$ cat src/rtl/nibble_serial_adder.sv
// ============================================================================
// Module  : nibble_serial_adder
// Brief   : WIDTH-bit adder evaluated one nibble per clock through a single
//           4-bit look-ahead carry slice, with valid/ready on both sides.
// Rev     : 1.0 - initial release
// ============================================================================
`default_nettype none

module nibble_serial_adder #(
    parameter int WIDTH = 16
) (
    input  logic             clk,
    input  logic             rst,
    input  logic             in_valid,
    output logic             in_ready,
    input  logic [WIDTH-1:0] a,
    input  logic [WIDTH-1:0] b,
    input  logic             cin,
    output logic             out_valid,
    input  logic             out_ready,
    output logic [WIDTH-1:0] s,
    output logic             carry_out
);

    localparam int N     = WIDTH / 4;
    localparam int IDX_W = (N > 1) ? $clog2(N) : 1;
    localparam logic [IDX_W-1:0] C_LAST_IDX = IDX_W'(N - 1);

    typedef enum logic [1:0] {
        S_IDLE = 2'd0,
        S_RUN  = 2'd1,
        S_DONE = 2'd2
    } state_t;

    state_t             r_state;
    state_t             w_next;
    logic [WIDTH-1:0]   r_a;
    logic [WIDTH-1:0]   r_b;
    logic               r_carry;
    logic [IDX_W-1:0]   r_idx;
    logic [WIDTH-1:0]   r_s;
    logic               r_cout;

    logic [3:0]         w_a4;
    logic [3:0]         w_b4;
    logic [3:0]         w_p;
    logic [3:0]         w_g;
    logic [3:0]         w_c;
    logic               w_c4;
    logic [3:0]         w_sum4;

    assign in_ready  = (r_state == S_IDLE);
    assign out_valid = (r_state == S_DONE);
    assign s         = r_s;
    assign carry_out = r_cout;

    // Operand nibble selected by the slice index (constant-index mux).
    always_comb begin
        w_a4 = 4'd0;
        w_b4 = 4'd0;
        for (int k = 0; k < N; k++) begin
            if (r_idx == IDX_W'(k)) begin
                w_a4 = r_a[4*k +: 4];
                w_b4 = r_b[4*k +: 4];
            end
        end
    end

    // Carries expanded from generate/propagate terms so none ripple.
    always_comb begin
        w_p    = w_a4 ^ w_b4;
        w_g    = w_a4 & w_b4;
        w_c[0] = r_carry;
        w_c[1] = w_g[0] | (w_p[0] & r_carry);
        w_c[2] = w_g[1] | (w_p[1] & w_g[0]) | (w_p[1] & w_p[0] & r_carry);
        w_c[3] = w_g[2] | (w_p[2] & w_g[1]) | (w_p[2] & w_p[1] & w_g[0])
               | (w_p[2] & w_p[1] & w_p[0] & r_carry);
        w_c4   = w_g[3] | (w_p[3] & w_g[2]) | (w_p[3] & w_p[2] & w_g[1])
               | (w_p[3] & w_p[2] & w_p[1] & w_g[0])
               | (w_p[3] & w_p[2] & w_p[1] & w_p[0] & r_carry);
        w_sum4 = w_p ^ w_c;
    end

    always_comb begin
        w_next = r_state;
        case (r_state)
            S_IDLE:  if (in_valid)              w_next = S_RUN;
            S_RUN:   if (r_idx == C_LAST_IDX)   w_next = S_DONE;
            S_DONE:  if (out_ready)             w_next = S_IDLE;
            default:                            w_next = S_IDLE;
        endcase
    end

    always_ff @(posedge clk) begin
        if (rst) begin
            r_state <= S_IDLE;
        end else begin
            r_state <= w_next;
        end
    end

    always_ff @(posedge clk) begin
        if (rst) begin
            r_a     <= '0;
            r_b     <= '0;
            r_carry <= 1'b0;
            r_idx   <= '0;
            r_s     <= '0;
            r_cout  <= 1'b0;
        end else begin
            case (r_state)
                S_IDLE: begin
                    if (in_valid) begin
                        r_a     <= a;
                        r_b     <= b;
                        r_carry <= cin;
                        r_idx   <= '0;
                        r_s     <= '0;
                    end
                end
                S_RUN: begin
                    for (int k = 0; k < N; k++) begin
                        if (r_idx == IDX_W'(k)) begin
                            r_s[4*k +: 4] <= w_sum4;
                        end
                    end
                    r_carry <= w_c4;
                    if (r_idx == C_LAST_IDX) begin
                        r_cout <= w_c4;
                    end else begin
                        r_idx <= r_idx + IDX_W'(1);
                    end
                end
                default: ;
            endcase
        end
    end

endmodule

`default_nettype wire

$ cat config.mk
export PLATFORM = sky130hd
export DESIGN_NAME = nibble_serial_adder
export DESIGN_NICKNAME = d
export VERILOG_FILES = /design/src/rtl/nibble_serial_adder.sv
export SDC_FILE = /design/constraint.sdc
export NUM_CORES = 1
export LEC_CHECK = 0
export BUFFER_PORTS_ARGS = -buffer_cell sky130_fd_sc_hd__buf_4
export CAP_MARGIN = 15
export CORE_ASPECT_RATIO = 1.4
export CORE_MARGIN = 3
export CORE_UTILIZATION = 50
export CTS_BUF_LIST = sky130_fd_sc_hd__clkbuf_16
export CTS_CLUSTER_DIAMETER = 30
export CTS_CLUSTER_SIZE = 40
export DETAILED_ROUTE_END_ITERATION = 10
export GPL_ROUTABILITY_DRIVEN = 0
export PLACE_DENSITY_LB_ADDON = 0.12
export SKIP_CTS_REPAIR_TIMING = 1
export SYNTH_ARGS = -nofsm -noshare
export SYNTH_HDL_FRONTEND = slang
export SYNTH_SLANG_ARGS = --single-unit
$ cat constraint.sdc
create_clock -name clk -period 6.5 [get_ports clk]
set_clock_uncertainty 0.05 [all_clocks]
set_input_delay 0.65 -clock clk [delete_from_list [all_inputs] [get_ports clk]]
set_output_delay 0.65 -clock clk [all_outputs]
set_load 0.05 [all_outputs]
# Word level (Yosys, flattened, before mapping)
# Cells that the tools add are included.
# Widths: inputs -> output; s select.
[word_totals] ff_bits=54 out_inout_bits=19
[classes] add_sub_neg=1 eq_ne=12 n_mux=23 bitwise_logic=29 reduce_logical=12
[op_table] op="$mux 4" n=12
[op_table] op="$pmux 16 s2" n=1
[op_table] op="$reduce_and 3->1" n=6
[op_table] op="$and 1x1->1" n=16
[op_table] op="$mux 16" n=1
[op_table] op="$ne 2x2->1 const B" n=6
[op_table] op="$mux 2" n=5
[op_table] op="$or 1x1->1" n=10
[op_table] op="$xor 4x4->4" n=2
[op_table] op="$eq 2x2->1 const B" n=3
[op_table] op="$pmux 2 s3" n=1
[op_table] op="$reduce_and 2->1" n=3
[op_table] op="$and 4x4->4" n=1
[op_table] op="$eq 2x1->1 const B" n=2
[op_table] op="$logic_not 2->1" n=2
[op_table] op="$pmux 2 s2" n=1
[op_table] op="$add 2x1->2 const B" n=1
[op_table] op="$ne 2x1->1 const B" n=1
[op_table] op="$pmux 1 s2" n=1
[op_table] op="$reduce_bool 2->1" n=1
[op_table] op="$mux 1" n=1

# Longest topological paths before layout
# Gate-level depths: netlist (run 1).
[depth] depth_word=13 depth_mapped=13 depth_no_buf=11

# Worst setup path before layout (run 1)
# No wires, ideal clock.
[synth_timing] kind="reg2reg" from="register r_idx[1]" to="register r_s[10], in the netlist s[10]" t_arrival_ps=2468 t_required_ps=6333 slack_ps=3865 path_stages_with_launch=13 path_cell_list="dfxtp_1 > inv_1 > ha_1 > buf_2 > buf_2 > a221oi_1 > nor3_1 > a21o_1 > ha_1 > a21o_1 > a211oi_1 > nor4_4 > a22o_1"
[synth_via] elab_chain_len=12 word_cells_on_any_way=24 classes_between="4 x eq/ne; 10 x mux; 8 x bitwise; 2 x reduce/logical"
[synth_rtl] element="start: declaration" line="40" rtl="logic [IDX_W-1:0] r_idx;"
[synth_rtl] element="start signal: assignment" line="131" rtl="r_idx <= r_idx + IDX_W'(1);"
[synth_rtl] element="$logic_not 2->1" line="62" rtl="if (r_idx == IDX_W'(k)) begin"
[synth_rtl] element="$mux 4 (4 in series)" line="62"
[synth_rtl] element="$xor 4x4->4 / $and 4x4->4 (equally long branches)" line="71, 72"
[synth_rtl] element="$and 1x1->1" line="75" rtl="w_c[2] = w_g[1] | (w_p[1] & w_g[0]) | (w_p[1] & w_p[0] & r_carry);"
[synth_rtl] element="$or 1x1->1 / $and 1x1->1 (equally long branches)" line="75"
[synth_rtl] element="$or 1x1->1" line="75"
[synth_rtl] element="$xor 4x4->4" line="81" rtl="w_sum4 = w_p ^ w_c;"
[synth_rtl] element="$mux 4" line="123" rtl="if (r_idx == IDX_W'(k)) begin"
[synth_rtl] element="$pmux 16 s2" line="111" rtl="case (r_state)"
[synth_rtl] element="end signal: indexed assignment" line="124" rtl="r_s[4*k +: 4] <= w_sum4;"
[synth_rtl] element="end: declaration" line="41" rtl="logic [WIDTH-1:0] r_s;"
# Parallel ways exist; a longest one is shown, timed or not. The select of a mux whose other input is x is not followed.
# A chain may end at the register's enable or synchronous reset.

# Worst setup path in the final report (run 1)
[layout_timing] from="register r_idx[0]" to="register r_s[3], in the netlist s[3]"
[layout_via] elab_chain_len=13 word_cells_on_any_way=27 classes_between="4 x eq/ne; 10 x mux; 11 x bitwise; 2 x reduce/logical"
[layout_rtl] element="$logic_not 2->1" line="62, 123"
[layout_rtl] element="$mux 4 (4 in series)" line="62"
[layout_rtl] element="$xor 4x4->4 / $and 4x4->4 (equally long branches)" line="71, 72"
[layout_rtl] element="$and 1x1->1 (on tied branches)" line="76, 77"
[layout_rtl] element="$or 1x1->1, or another cell as far along" line="76" rtl="w_c[3] = w_g[2] | (w_p[2] & w_g[1]) | (w_p[2] & w_p[1] & w_g[0])"
[layout_rtl] element="$or 1x1->1 / $and 1x1->1 (equally long branches)" line="76, 77"
[layout_rtl] element="$or 1x1->1" line="77" rtl="| (w_p[2] & w_p[1] & w_p[0] & r_carry);"
[layout_rtl] element="$xor 4x4->4" line="81"
[layout_rtl] element="$mux 4" line="123"
[layout_rtl] element="$pmux 16 s2" line="111"
# Parallel ways exist; a longest one is shown, timed or not. The select of a mux whose other input is x is not followed.

==> flow_summary.json, run 1 <==
{
  "h-tree-depth": 2,
  "vias": 2152,
  "wirelength_mm": 5.50,
  "layout_common_cells": "nand2_1 (85), buf_4 (55), dfxtp_1 (54), a21oi_1 (49), nor2_1 (25)",
  "cts_made_buffers": 5,
  "cts_buffer_depth": 2,
  "syn_area_mm2": 0.00252,
  "critical_path.endpoint": "s[3]$_SDFFE_PP0P_",
  "die_w_um": 66.0,
  "worstRegToRegCells": 10,
  "hold_depth": 2,
  "ys_seq_area_frac": 0.429,
  "cp-start-kind": "flop",
  "drc_errors": 0,
  "antenna_found_initial": 0,
  "fin_crit_ns": 3.03,
  "post_synth_num_cell_types": 33,
  "syn_to_final_growth_pct": 20.1,
  "ys_ff_latch": 54,
  "grt_pass1_wl_mm": 9.36,
  "drv_cap": 0,
  "wire_per_inst_um": 13.3,
  "period_share": 0.466,
  "root_buffer": "clkbuf_16",
  "fill_cells": 437,
  "rr_startpoint": "r_idx[0]$_SDFFE_PP0P_",
  "cp_data_required_time_ns": 6.61,
  "worst-r2r-setup-slack_ns": 3.47,
  "worst_pin_slew_ns": 1.01,
  "n_antenna_cell": 0,
  "critical_path_class": "flop to flop",
  "final_cells": 413,
  "crit_path_end_kind": "flop",
  "status": "complete, no violations",
  "hold_viol": 0,
  "synth-edff-count": 0,
  "min_path_type": "flop to flop",
  "core_mm2": 0.00468,
  "fp.dieArea_mm2": 0.00594,
  "yosys_most_used_dff": "dfxtp_1",
  "drt_pre_antenna_iters": 4,
  "synth_top_area_share": 0.429,
  "drt_iter0_markers": 110,
  "grt_max_degree": 53,
  "ioPinCount": 56,
  "clkSlewWorstSetupHoldPaths_ns": 0.07,
  "grt_use_total": 0.194,
  "fin_tns_setup_ns": 0,
  "powerDensity_mw_per_mm2": 241,
  "vdd_drop_max_uv": 161,
  "finalNetCount": 397,
  "slew_headroom": 0.328,
  "slew_viol_final": 0,
  "start_util": 0.539,
  "ant_nets": 0,
  "rows": 29,
  "pre_cts_ws_ns": 3.48,
  "die_h_um": 90.0,
  "finalSetupViolCount": 0,
  "fin_ws_ns": 3.47,
  "cts_num_sinks": 54,
  "synth-async-reset-ratio": 0,
  "syn_avg_cell_area_um2": 8.13,
  "crit_path_start": "r_idx[0]$_SDFFE_PP0P_",
  "grt_pass1_vias": 2101,
  "ys_warn_count": 0,
  "dp.cells": 405,
  "max_freq_ghz": 0.330,
  "reg2reg_to": "s[3]$_SDFFE_PP0P_",
  "io_buffers": 55,
  "final_common_cell": "nand2_1",
  "rsz0062_at_grt": "false",
  "synth_cells": 310,
  "synth.largest_area_cell": "dfxtp_1",
  "yosys-top-cells-area": "dfxtp_1 (43%), nand2_1 (13%), a21oi_1 (9.7%), ha_1 (4.0%), nor2_1 (3.7%)",
  "drive_gt1_frac": 0.202,
  "grt-ovfl-total": 0,
  "post-route-util": 0.647,
  "worstPathMaxFanout": 19,
  "p_leak_nw": 1.26,
  "syn_nets": 356,
  "cts_tree": "built",
  "dp_hpwl_mm": 3.96,
  "via_per_inst": 5.21,
  "worstSkewPairLatency_ns": 0.29,
  "worstPathArrival_ns": 3.14
}
-- kinds of logic after synthesis --
group           share of synthesized area
compound gates                      0.199
xor+xnor                          0.00695
fa+ha+maj                          0.0476
buf+inv                            0.0581
flops                               0.429
mux                                0.0318
simple gates                        0.227
-- worst min-delay path by stage --
stage                                     from                   end  slack (ns)
final                     r_a[15]$_SDFFE_PP0P_  r_a[15]$_SDFFE_PP0P_        0.41
after global routing       r_a[5]$_SDFFE_PP0P_   r_a[5]$_SDFFE_PP0P_        0.43
after CTS                 r_a[15]$_SDFFE_PP0P_  r_a[15]$_SDFFE_PP0P_        0.41
after detailed placement  r_a[15]$_SDFFE_PP0P_  r_a[15]$_SDFFE_PP0P_        0.40
after global placement     r_b[4]$_SDFFE_PP0P_   r_b[4]$_SDFFE_PP0P_        0.39
after floorplan            r_a[0]$_SDFFE_PP0P_   r_a[0]$_SDFFE_PP0P_        0.38
-- synthesized netlist by cell type, drive strengths merged (3+ instances only) --
cell,count
nand2,85
dfxtp,54
a21oi,53
nor2,25
buf,15
ha,8
mux2i,8
clkbuf,7
o21ai,7
nand3b,6
nor2b,6
a211oi,4
a22o,4
inv,4
o2bb2ai,4
a21o,3
nor3,3
-- routing by layer --
metal	routed length (um)	global-route usage
met5	0	0
met4	96	0.0593
met3	260	0.0399
met2	2740	0.344
met1	2410	0.230
-- state kept, by name, indices dropped and copies added, names as in the netlist --
register,cells
r_state,2
r_carry,1
s,16
r_b,16
r_idx,2
r_a,16
carry_out,1
-- metrics by stage --
stage          power [W]  instance area, um2  hold WS, ns
5_1_grt         0.000762                3030        0.427
6_report        0.000729                3030        0.409
4_1_cts         0.000732                3010        0.409
2_1_floorplan   0.000454                2520        0.382
3_5_place_dp    0.000490                2880        0.400
3_3_place_gp    0.000488                2880        0.395
-- where the power goes --
| group | leakage, nW | internal (W) | switching [W] | total, W |
|---|---|---|---|---|
| Sequential | 0.441 | 0.000348 | 0.0000119 | 0.000360 |
| Combinational | 0.747 | 0.0000515 | 0.0000722 | 0.000124 |
| Clock | 0.0723 | 0.000138 | 0.000108 | 0.000246 |
-- layout make-up --
cell class / instances / area [um2] / area share
Clock inverter: 2 / 7.51 / 0.00248
Timing Repair Buffer: 56 / 428 / 0.141
Multi-Input combinational cell: 230 / 1290 / 0.427
Clock buffer: 5 / 125 / 0.0413
Tap cell: 62 / 77.6 / 0.0256
Sequential cell: 54 / 1080 / 0.357
Inverter: 4 / 15.0 / 0.00496
-- worst max-delay path, stage by stage, from the launching register on --
cell and delay (ns):
dfxtp_1 0.40, ha_1 0.55, nor2b_1 0.10, a221oi_1 0.31, nor3_1 0.10, a21o_1 0.20
ha_1 0.30, a211oi_2 0.26, o21bai_1 0.15, xnor2_1 0.35, o2bb2ai_1 0.12
Note: power is estimated with default switching activity, not from simulation.
==> run 2: changes to the inputs <==
--- a/config.mk
+++ b/config.mk
@@ -5,6 +5,7 @@
 export SDC_FILE = /design/constraint.sdc
 export NUM_CORES = 1
 export LEC_CHECK = 0
+export ABC_AREA = 1
 export BUFFER_PORTS_ARGS = -buffer_cell sky130_fd_sc_hd__buf_4
 export CAP_MARGIN = 15
 export CORE_ASPECT_RATIO = 1.4
==> constraint.sdc (replaced) <==
create_clock -name clk -period 3.15 [get_ports clk]
set_clock_uncertainty 0.05 [all_clocks]
set_input_delay 0.315 -clock clk [delete_from_list [all_inputs] [get_ports clk]]
set_output_delay 0.315 -clock clk [all_outputs]
set_load 0.05 [all_outputs]
==> run 2 against run 1 <==
- sequential power is 120% higher
- synthesized cell count rose by 3.2%
- flip-flop and latch count did not move
- total power rose by 130%
- register-to-register slack worse by 3.0 ns
- sequential share of layout area increased by 0.42 points
- highest routed layer unchanged
==> flow_summary.json, run 2 <==
{
  "slew_headroom": 0.561,
  "finalInstanceArea_mm2": 0.00299,
  "path_cells": "inv_1 -> ha_1 -> inv_1 -> o21ai_0 -> a21oi_1 -> ha_1 -> or2_2 -> nand2_1 -> nand2_1 -> nand2_1 -> nand3_1 -> a21oi_1",
  "fin_crit_ns": 2.64,
  "crit_cells": 12,
  "ant_nets": 0,
  "synth_top_area_share": 0.437,
  "grt_pass1_vias": 2029,
  "cp_data_required_time_ns": 3.32,
  "vias": 2183,
  "crit_path_max_incr_delay_ns": 0.39,
  "min_path_type": "input pin to flop",
  "place_area_mm2": 0.00286,
  "powerDensity_mw_per_mm2": 567,
  "hold_ws_ns": 0.195,
  "synth_cells": 320,
  "status": "complete, no violations",
  "final_common_cell": "nor2_1",
  "start_util": 0.533,
  "yosys_most_used_dff": "dfxtp_1",
  "crit_path_start": "r_idx[0]$_SDFFE_PP0P_",
  "worst_pin_slew_ns": 0.657,
  "root_buffer": "clkbuf_16",
  "finalNetCount": 412,
  "vdd_drop_max_uv": 411,
  "critical_path.endpoint": "s[15]$_SDFFE_PP0P_",
  "pre_cts_ws_ns": 0.512,
  "fin_ws_ns": 0.508,
  "worstPathMaxFanout": 11,
  "clkSlewWorstSetupHoldPaths_ns": 0.07,
  "drive_gt1_frac": 0.215,
  "period_share": 0.839,
  "die_h_um": 89.2,
  "fill_cells": 465,
  "finalSetupViolCount": 0,
  "io_buffers": 55,
  "worstPathArrival_ns": 2.81,
  "max_freq_ghz": 0.379,
  "p_leak_nw": 1.39,
  "synth_most_common_cell": "nor2_1",
  "worstSkewPairLatency_ns": 0.29,
  "dp_hpwl_mm": 4.17,
  "syn_avg_cell_area_um2": 7.73,
  "worst-r2r-setup-slack_ns": 0.51,
  "core_mm2": 0.00464,
  "cp_slowest_cell": "ha_1",
  "grt_max_degree": 49,
  "syn_nets": 366,
  "syn_to_final_growth_pct": 20.9,
  "antenna_found_initial": 0,
  "slew_viol_final": 0,
  "synth_common_cells": "nor2_1 (80), dfxtp_1 (54), o21ai_0 (40)",
  "wire_per_inst_um": 13.4,
  "cpLargestDelayFamily": "adder cells",
  "cts_num_sinks": 54,
  "syn_area_mm2": 0.00247,
  "drc_errors": 0,
  "post_synth_num_cell_types": 30,
  "crit_path_end_kind": "flop",
  "synth-async-reset-ratio": 0,
  "crit_top_cell": "nand2_1",
  "rows": 29,
  "ys_seq_area_frac": 0.437,
  "h-tree-depth": 2,
  "layout_common_cells": "nor2_1 (80), buf_4 (55), dfxtp_1 (54), o21ai_0 (40), a21oi_1 (33)",
  "die_w_um": 65.5,
  "drt_iter0_markers": 150,
  "n_antenna_cell": 0,
  "fp.dieArea_mm2": 0.00584,
  "drv_cap": 0,
  "cts_buffer_depth": 2,
  "reg2reg_to": "s[15]$_SDFFE_PP0P_",
  "wirelength_mm": 5.73,
  "rsz0062_at_grt": "false",
  "fin_tns_setup_ns": 0,
  "yosys-top-cells-area": "dfxtp_1 (44%), nor2_1 (12%), o21ai_0 (8.1%), a21oi_1 (6.7%), ha_1 (4.0%)",
  "cts_made_buffers": 5,
  "cp.buffers_inverters": 2,
  "synth.largest_area_cell": "dfxtp_1",
  "hold_viol": 0,
  "ioPinCount": 56,
  "grt-ovfl-total": 0,
  "worstRegToRegCells": 12,
  "grt_pass1_wl_mm": 9.36,
  "synth-edff-count": 0,
  "cts_tree": "built",
  "worstHoldStart": "rst",
  "ys_warn_count": 0,
  "ys_ff_latch": 54,
  "grt_use_total": 0.209,
  "critical_path_class": "flop to flop",
  "post-route-util": 0.644,
  "drt_pre_antenna_iters": 4,
  "via_per_inst": 5.09,
  "rr_startpoint": "r_idx[0]$_SDFFE_PP0P_",
  "cp-start-kind": "flop"
}
## run 2: changes by cell type in the layout (fill, tap and decap cells not counted), moves of 8 or more
cell | previous run | this run
a21oi_1 | 49 | 33
inv_1 | 6 | 17
mux2i_1 | 8 | 0
nand2_1 | 85 | 21
nand3_1 | 0 | 13
nor2_1 | 25 | 80
o21ai_0 | 7 | 40
o21ai_1 | 0 | 10
## run 2: area by class of cell
class | instances | area (um2) | area share
clock buffer | 5 | 125 | 0.0418
clock inverter | 3 | 12.5 | 0.00418
inverter | 20 | 77.6 | 0.0259
multi-input combinational | 230 | 1210 | 0.403
sequential | 54 | 1080 | 0.361
tap | 62 | 77.6 | 0.0259
timing repair buffer | 55 | 413 | 0.138
## run 2: worst min-delay path by stage
stage | slack, ns | endpoint | cells past startpoint
global placement | 0.41 | r_b[8]$_SDFFE_PP0P_ | 2
finish | 0.20 | s[0]$_SDFFE_PP0P_ | 2
floorplan | 0.33 | r_state[1]$_SDFFE_PP0P_ | 1
global route | 0.20 | r_state[0]$_SDFFE_PP0P_ | 2
detailed placement | 0.42 | r_b[8]$_SDFFE_PP0P_ | 2
CTS | 0.20 | r_state[1]$_SDFFE_PP0P_ | 2
## run 2: logic make-up (layout without fill, tap and decap cells)
kind of cell | Yosys count | after routing | share of synthesized area
compound gates | 96 | 96 | 0.218
flops | 54 | 54 | 0.437
xor+xnor | 1 | 1 | 0.00354
fa+ha+maj | 9 | 9 | 0.0485
buf+inv | 36 | 83 | 0.0758
simple gates | 124 | 124 | 0.217
## run 2: power breakdown
| group | total, W | internal [W] | switching (W) |
|---|---|---|---|
| clock network | 0.000516 | 0.000288 | 0.000229 |
| registers | 0.000780 | 0.000741 | 0.0000386 |
| logic | 0.000401 | 0.000149 | 0.000252 |
| total | 0.00170 | 0.00118 | 0.000519 |
## run 2: through the flow
stage	total power (W)	cells
6_report	0.00170	429
5_1_grt	0.00178	429
4_1_cts	0.00171	429
3_5_place_dp	0.00120	421
3_3_place_gp	0.00119	421
2_1_floorplan	0.00108	320
## run 2: per-layer routing
metal  vias up  global-route usage  part of all wire
met5         -                   0                 0
met4         0              0.0906             0.024
met3        10              0.0403             0.050
met2        58               0.359              0.49
met1       958               0.254              0.44
li1       1157                   -                 -
